$ cat config.mk
export PLATFORM = sky130hd
export DESIGN_NAME = load_wide
export DESIGN_NICKNAME = d
export VERILOG_FILES = /design/src/rtl/load_wide.sv
export SDC_FILE = /design/constraint.sdc
export NUM_CORES = 1
export LEC_CHECK = 0
export BUFFER_PORTS_ARGS = -buffer_cell sky130_fd_sc_hd__buf_4
export CAP_MARGIN = 20
export CORE_ASPECT_RATIO = 0.75
export CORE_UTILIZATION = 40
export DETAILED_ROUTE_END_ITERATION = 8
export GPL_TIMING_DRIVEN = 0
export SKIP_CTS_REPAIR_TIMING = 1
export SYNTH_ARGS = -nofsm -noshare
export SYNTH_HDL_FRONTEND = slang
export SYNTH_SLANG_ARGS = --single-unit
export TNS_END_PERCENT = 100
$ cat constraint.sdc
create_clock -name clk_i -period 4.1 [get_ports clk_i]
set_input_delay 0.205 -clock clk_i [delete_from_list [all_inputs] [get_ports clk_i]]
set_output_delay 0.205 -clock clk_i [all_outputs]
set_load 0.02 [all_outputs]
$ cat src/rtl/load_wide.sv
// Collects NUM_BEATS 64-bit beats from rs1/rs2 and replays them as register-file
// double-writes, with optional per-word byte reversal and reversed drain order.
//
// state | meaning
// IDLE  | waiting for the first beat of a transaction
// FILL  | collecting beats 1..NUM_BEATS-1
// DRAIN | presenting stored beats as rd1/rd2 double-writes
module load_wide #(
    parameter int NUM_BEATS = 2,
    parameter int WORD_W    = 32
) (
    input  logic              clk_i,
    input  logic              rst_i,
    input  logic              flush_i,
    input  logic [1:0]        mode_i,
    input  logic              in_valid_i,
    output logic              in_ready_o,
    input  logic [WORD_W-1:0] rs1_i,
    input  logic [WORD_W-1:0] rs2_i,
    output logic              out_valid_o,
    input  logic              out_ready_i,
    output logic [WORD_W-1:0] rd1_o,
    output logic [WORD_W-1:0] rd2_o,
    output logic              out_last_o,
    output logic              busy_o
);

    localparam int CW = $clog2(NUM_BEATS) + 1;
    localparam int IW = (NUM_BEATS > 1) ? $clog2(NUM_BEATS) : 1;
    localparam logic [CW-1:0] LAST_IDX = CW'(NUM_BEATS - 1);

    typedef enum logic [1:0] {
        IDLE  = 2'd0,
        FILL  = 2'd1,
        DRAIN = 2'd2
    } state_t;

    state_t              state_q, state_d;
    logic [CW-1:0]       fill_cnt_q, fill_cnt_d;
    logic [CW-1:0]       drain_cnt_q, drain_cnt_d;
    logic [1:0]          mode_q, mode_d;
    logic                out_valid_q, out_valid_d;
    logic                out_last_q, out_last_d;
    logic [2*WORD_W-1:0] buf_q [NUM_BEATS];
    logic [2*WORD_W-1:0] buf_d [NUM_BEATS];

    logic                in_hs;
    logic                out_hs;
    logic [CW-1:0]       rd_idx;

    function automatic logic [WORD_W-1:0] byte_rev(input logic [WORD_W-1:0] w);
        logic [WORD_W-1:0] r;
        r = w;
        for (int i = 0; i < WORD_W / 8; i++) begin
            r[8*i +: 8] = w[WORD_W-8-8*i +: 8];
        end
        return r;
    endfunction

    function automatic logic [2*WORD_W-1:0] pack_beat(input logic rev,
                                                       input logic [WORD_W-1:0] lo,
                                                       input logic [WORD_W-1:0] hi);
        if (rev) return {byte_rev(hi), byte_rev(lo)};
        return {hi, lo};
    endfunction

    assign in_ready_o = (state_q != DRAIN);
    assign in_hs      = in_valid_i && in_ready_o;
    assign out_hs     = out_valid_q && out_ready_i;

    always_comb begin
        state_d     = state_q;
        fill_cnt_d  = fill_cnt_q;
        drain_cnt_d = drain_cnt_q;
        mode_d      = mode_q;
        buf_d       = buf_q;

        if (flush_i) begin
            state_d     = IDLE;
            fill_cnt_d  = '0;
            drain_cnt_d = '0;
        end else begin
            case (state_q)
                IDLE: begin
                    if (in_hs) begin
                        mode_d      = mode_i;
                        buf_d[0]    = pack_beat(mode_i[0], rs1_i, rs2_i);
                        drain_cnt_d = '0;
                        if (NUM_BEATS == 1) begin
                            state_d    = DRAIN;
                            fill_cnt_d = '0;
                        end else begin
                            state_d    = FILL;
                            fill_cnt_d = CW'(1);
                        end
                    end
                end
                FILL: begin
                    if (in_hs) begin
                        buf_d[fill_cnt_q[IW-1:0]] = pack_beat(mode_q[0], rs1_i, rs2_i);
                        if (fill_cnt_q == LAST_IDX) begin
                            state_d     = DRAIN;
                            fill_cnt_d  = '0;
                            drain_cnt_d = '0;
                        end else begin
                            fill_cnt_d = fill_cnt_q + CW'(1);
                        end
                    end
                end
                DRAIN: begin
                    if (out_hs) begin
                        if (drain_cnt_q == LAST_IDX) begin
                            state_d     = IDLE;
                            drain_cnt_d = '0;
                        end else begin
                            drain_cnt_d = drain_cnt_q + CW'(1);
                        end
                    end
                end
                default: begin
                    state_d     = IDLE;
                    fill_cnt_d  = '0;
                    drain_cnt_d = '0;
                end
            endcase
        end

        out_valid_d = (state_d == DRAIN);
        out_last_d  = (state_d == DRAIN) && (drain_cnt_d == LAST_IDX);
    end

    always_ff @(posedge clk_i) begin
        if (rst_i) begin
            state_q     <= IDLE;
            fill_cnt_q  <= '0;
            drain_cnt_q <= '0;
            mode_q      <= 2'b00;
            out_valid_q <= 1'b0;
            out_last_q  <= 1'b0;
        end else begin
            state_q     <= state_d;
            fill_cnt_q  <= fill_cnt_d;
            drain_cnt_q <= drain_cnt_d;
            mode_q      <= mode_d;
            out_valid_q <= out_valid_d;
            out_last_q  <= out_last_d;
        end
    end

    // Buffer has no reset; a reset cycle only blocks the write.
    always_ff @(posedge clk_i) begin
        if (!rst_i) begin
            buf_q <= buf_d;
        end
    end

    assign rd_idx = mode_q[1] ? (LAST_IDX - drain_cnt_q) : drain_cnt_q;

    always_comb begin
        rd1_o = '0;
        rd2_o = '0;
        if (out_valid_q) begin
            rd1_o = buf_q[rd_idx[IW-1:0]][2*WORD_W-1:WORD_W];
            rd2_o = buf_q[rd_idx[IW-1:0]][WORD_W-1:0];
        end
    end

    assign out_valid_o = out_valid_q;
    assign out_last_o  = out_last_q;
    assign busy_o      = (state_q != IDLE);

endmodule

# Word level (Yosys, flattened, before mapping)
# Cells that the tools add are included.
# totals
out_inout_bits	68
register_bits	138
# op_classes
n_eq_ne	9
bitwise	5
n_mux	45
order_cmp	3
reduce_logical	12
add_sub_neg	3
# ops
op	count
$mux 64	12
$bwmux 128	1
$mux 128	1
$pmux 64 s2	1
$demux 64 s1	1
$mux 32	2
$mux 2	15
$pmux 2 s3	3
$mux 1	9
$eq 2x1->1 const B	4
$ne 2x2->1 const B	3
$reduce_and 3->1	2
$reduce_and 5->1	1
$add 2x1->2 const B	2
$eq 2x2->1 const B	2
$ge 2x2->1 const B	2
$logic_and 1x1->1	4
$not 1->2	2
$reduce_and 4->1	1
$reduce_bool 2->1	2
$not 1->1	3
$logic_not 2->1	1
$lt 2x1->1 const B	1
$reduce_or 2->1	1
$sub 1x1->1 const A	1

# Longest topological paths before layout
# depth
word_depth	12
ltp_mapped	5
mapped_depth_nobuf	4

# Worst setup path before layout
# No wires, ideal clock.
# synth_path
kind	reg-to-reg
from	reg state_q[1]
to	reg buf_q[100] in the netlist's numbering (enable)
arrival_ps	3780
setup_ps	507
path_slack_ps	-188
required_time_ps	3593
stages_incl_launch_ff	5
n_path_buf	1
cell_sequence	dfxtp_1 > buf_2 > nor2b_1 > nand2_1 > a21oi_1
# synth_between
elab_chain_cells	4
word_cells_on_any_way	8
# synth_lines
element	line_no	rtl
start: declaration	38	state_t state_q, state_d;
start signal: assignment	141	state_q <= state_d;
$ne 2x2->1	67	assign in_ready_o = (state_q != DRAIN);
$logic_and 1x1->1	68	assign in_hs = in_valid_i && in_ready_o;
$ne 2x2->1 (no line)	n/a	
$reduce_and 5->1 (no line) *	n/a	
end signal: assignment	153	buf_q <= buf_d;
end: declaration	44	logic [2*WORD_W-1:0] buf_q [NUM_BEATS];
# Mark *: on every way between the ends. The rest lies on a longest branch, timed or not.
# A chain may end at the register's enable or synchronous reset.

# Worst setup path in the final report
# layout_path
from	reg drain_cnt_q[0]
to	out rd2_o[26]
# layout_between
elab_chain_cells	7
# layout_lines
element	line_no	rtl
start: declaration	40	logic [CW-1:0] drain_cnt_q, drain_cnt_d;
start signal: assignment	143	drain_cnt_q <= drain_cnt_d;
$sub 1x1->1	157	assign rd_idx = mode_q[1] ? (LAST_IDX - drain_cnt_q) : drain_cnt_q;
$mux 1 *	157	
$not 1->2 (implied by the code) *	164	rd2_o = buf_q[rd_idx[IW-1:0]][WORD_W-1:0];
$mux 64 (implied by the code) * (3 in series)	164	
$mux 32 *	162	if (out_valid_q) begin
end: declaration	23	output logic [WORD_W-1:0] rd2_o,
# Mark *: on every way between the ends. The rest lies on a longest branch, timed or not. The select of a mux whose other input is x is not followed.

==> summary.md <==
| Metric | Value |
|---|---|
| Outcome | `complete, but fails checks` |
| Failing checks | `DRC` |
| Skew final | `0.00492 ns` |
| Starting Density | `0.416` |
| CP max FO | `10` |
| Worst vdd ir | `0.000322 V` |
| Die height | `115 um` |
| I/O Pins | `139` |
| CTS tree | `done` |
| Worst-Skew Late Latency | `0.42 ns` |
| Sw Share | `0.210` |
| WL/cell | `19.9 um` |
| Ant. Diodes | `0` |
| Pint | `0.00288 W` |
| DR WL met2 | `8440 um` |
| CTS H-Tree Depth | `4` |
| Post-DP HPWL | `12400 um` |
| Fin Setup TNS | `0 ns` |
| Req. time, crit path | `3.89 ns` |
| Setup violators final | `0` |
| Largest net degree at the start of global routing | `30` |
| Vias | `5117` |
| Critical Path AT | `2.65 ns` |
| Place WS | `1.53 ns` |
| GR Util All Layers | `0.221` |
| Setup crit start kind | `flip-flop` |
| Pleak | `3.43 nW` |
| Area grow syn2layout | `30.6%` |
| CP Class | `reg2out` |
| Fin crit period | `2.85 ns` |
| Fmax | `350 MHz` |
| Clock transition at the registers of the reported paths | `0.06 ns` |
| Met3 Wirelength | `1210 um` |
| R2R setup slack | `2.02 ns` |
| Wl on met1 | `8720 um` |
| Drt first pass iters | `7` |
| Nets@finish | `778` |
| Yosys warning count | `0` |
| Clock tree sinks | `138` |
| Layout cells sized above 1 | `0.367` |
| Mean Syn Cell Area | `12.4 sq um` |
| Vias per cell | `5.50` |
| Synth Instances | `544` |
| GPL Wtd Cong | `0.848` |
| Register Area | `4040 sq um` |
| Hold Violations, Final | `0` |
| Max Cap Viol | `0` |
| Hold_ws | `0.0380 ns` |
| Comb power frac | `0.096` |
| PD cells | `412 nW/um^2` |
| Fillers | `1415` |
| Vias in the first global route | `5038` |
| Synth unique cells | `36` |
| CTS Buf Count | `17` |
| Synth Cell Area | `6770 sq um` |
| Core region area | `16300 sq um` |
| Total power | `0.00364 W` |
| Worst-margin pin slew | `1.07 ns` |
| Number of routed nets with antenna violations | `0` |
| I/O Buffers | `138` |
| Synthesis-stage register bit count | `138` |
| Multi-input gate area | `2550 sq um` |
| CTS Root Cell | `clkbuf_16` |
| Die ar. | `17400 sq um` |
| Hold Crit Class | `in2reg` |
| Slew Limit Fails | `0` |
| Cell Rows | `40` |
| Initial antenna violation count | `0` |
| First-pass GRT wire length | `28700 um` |
| Total gr overflow | `0` |
| NetSw | `0.000766 W` |
| Net Count, Synth | `615` |
| Fin worst setup slack | `1.25 ns` |
| Setup crit end kind | `output pin` |
| Initial DRC count | `318` |
| Clock share of power | `0.468` |
| Final Cycle Share | `0.696` |
| Register area share after synthesis | `0.598` |
| Maximum buffer depth of the clock tree | `2` |
| Utilization after layout | `0.543` |
| Die W | `152 um` |
| # DRC | `6` |
| Seq pwr share | `0.436` |
| RSZ-0062 raised after global routing | `false` |
| Total routed wirelength | `18500 um` |
| Slew margin rel. | `0.287` |
| Max layer used | `met4` |
metrics by stage:
step | std cells | instance area, sq um
floorplan | 544 | 6770
global placement | 892 | 8070
detailed placement | 896 | 8170
CTS | 928 | 8820
global route | 930 | 8840
finish | 930 | 8840
synth_stat cells, drive strengths merged:
library cell	number	area share
xor2	1	0.0013
mux2	64	0.11
nor2	7	0.0039
nor4b	1	0.0013
inv	4	0.0022
nand4bb	1	0.0017
a21oi	2	0.0015
mux2i	2	0.0030
a22o	64	0.083
o21ai	1	0.00074
a221oi	1	0.0013
nor2b	3	0.0028
xnor2	1	0.0013
or2	2	0.0018
nand3b	1	0.0011
dfxtp	10	0.030
o211a	1	0.0015
nand2b	2	0.0018
nor3b	1	0.0011
or4b	1	0.0015
buf	25	0.018
and3b	1	0.0013
a31oi	1	0.00092
o22ai	3	0.0046
nand2	130	0.072
and4b	1	0.0015
clkbuf	15	0.0083
nor3	3	0.0022
edfxtp	128	0.57
o32ai	2	0.0026
a21boi	64	0.071
nand3	1	0.00074
cell usage in the layout, fill, tap and decap left out, types with 6 or more instances in the layout:
| cell type | Yosys | routed |
|---|---|---|
| buf_4 | 0 | 139 |
| buf_2 | 23 | 23 |
| mux2_2 | 64 | 64 |
| edfxtp_1 | 128 | 128 |
| nor2_1 | 7 | 6 |
| nand2_1 | 130 | 130 |
| clkbuf_16 | 0 | 17 |
| clkbuf_1 | 15 | 16 |
| dfxtp_1 | 10 | 10 |
| bufinv_16 | 0 | 6 |
| a22o_1 | 64 | 64 |
| a21boi_1 | 60 | 60 |
final cells by class:
class	instances	share of cell area
Sequential cell	138	0.458
Multi-Input combinational cell	362	0.288
Timing Repair Buffer	144	0.128
Clock buffer	18	0.0486
Tap cell	210	0.0297
Clock inverter	14	0.0256
Buffer	40	0.0202
Inverter	4	0.00170
kinds of logic (layout without fill, tap and decap cells):
family,after synthesis,in the layout,share of synthesized area
mux,66,66,0.109
simple gates,155,155,0.0948
xor+xnor,2,2,0.00259
compound gates,139,139,0.167
flops,138,138,0.598
buf+inv,44,220,0.0287
layer usage:
layer  global-route usage  vias up
li1                     -     2370
met1                0.308     2552
met2                0.342      176
met3               0.0568       19
met4               0.0592        0
met5                    0        -
state kept, by name (all words and copies together) (netlist names):
name / flops
drain_cnt_q: 2
out_valid_o: 1
fill_cnt_q: 2
state_q: 2
mode_q: 2
out_last_o: 1
buf_q: 128
power by group through the flow:
stage          combinational, W  sequential, W  clock (W)
2_1_floorplan          0.000194        0.00162          0
3_3_place_gp           0.000331        0.00162          0
3_5_place_dp           0.000344        0.00162          0
4_1_cts                0.000347        0.00159    0.00173
5_1_grt                0.000377        0.00159    0.00179
6_report               0.000348        0.00159    0.00171
worst max-delay path, stage by stage (launching register included):
cell,delay [ns]
dfxtp_1,0.43
xor2_1,0.86
buf_2,0.40
nand2_1,0.09
a21boi_1,0.25
buf_4,0.20
worst paths after layout:
path | to | cells past startpoint | start
max | rd2_o[26] | 5 | drain_cnt_q[0]
max reg2reg | buf_q[114] | 5 | state_q[0]
min | mode_q[1] | 3 | mode_i[1]
min reg2reg | fill_cnt_q[1] | 1 | fill_cnt_q[1]
No activity file was read; power rests on OpenSTA's default activity.
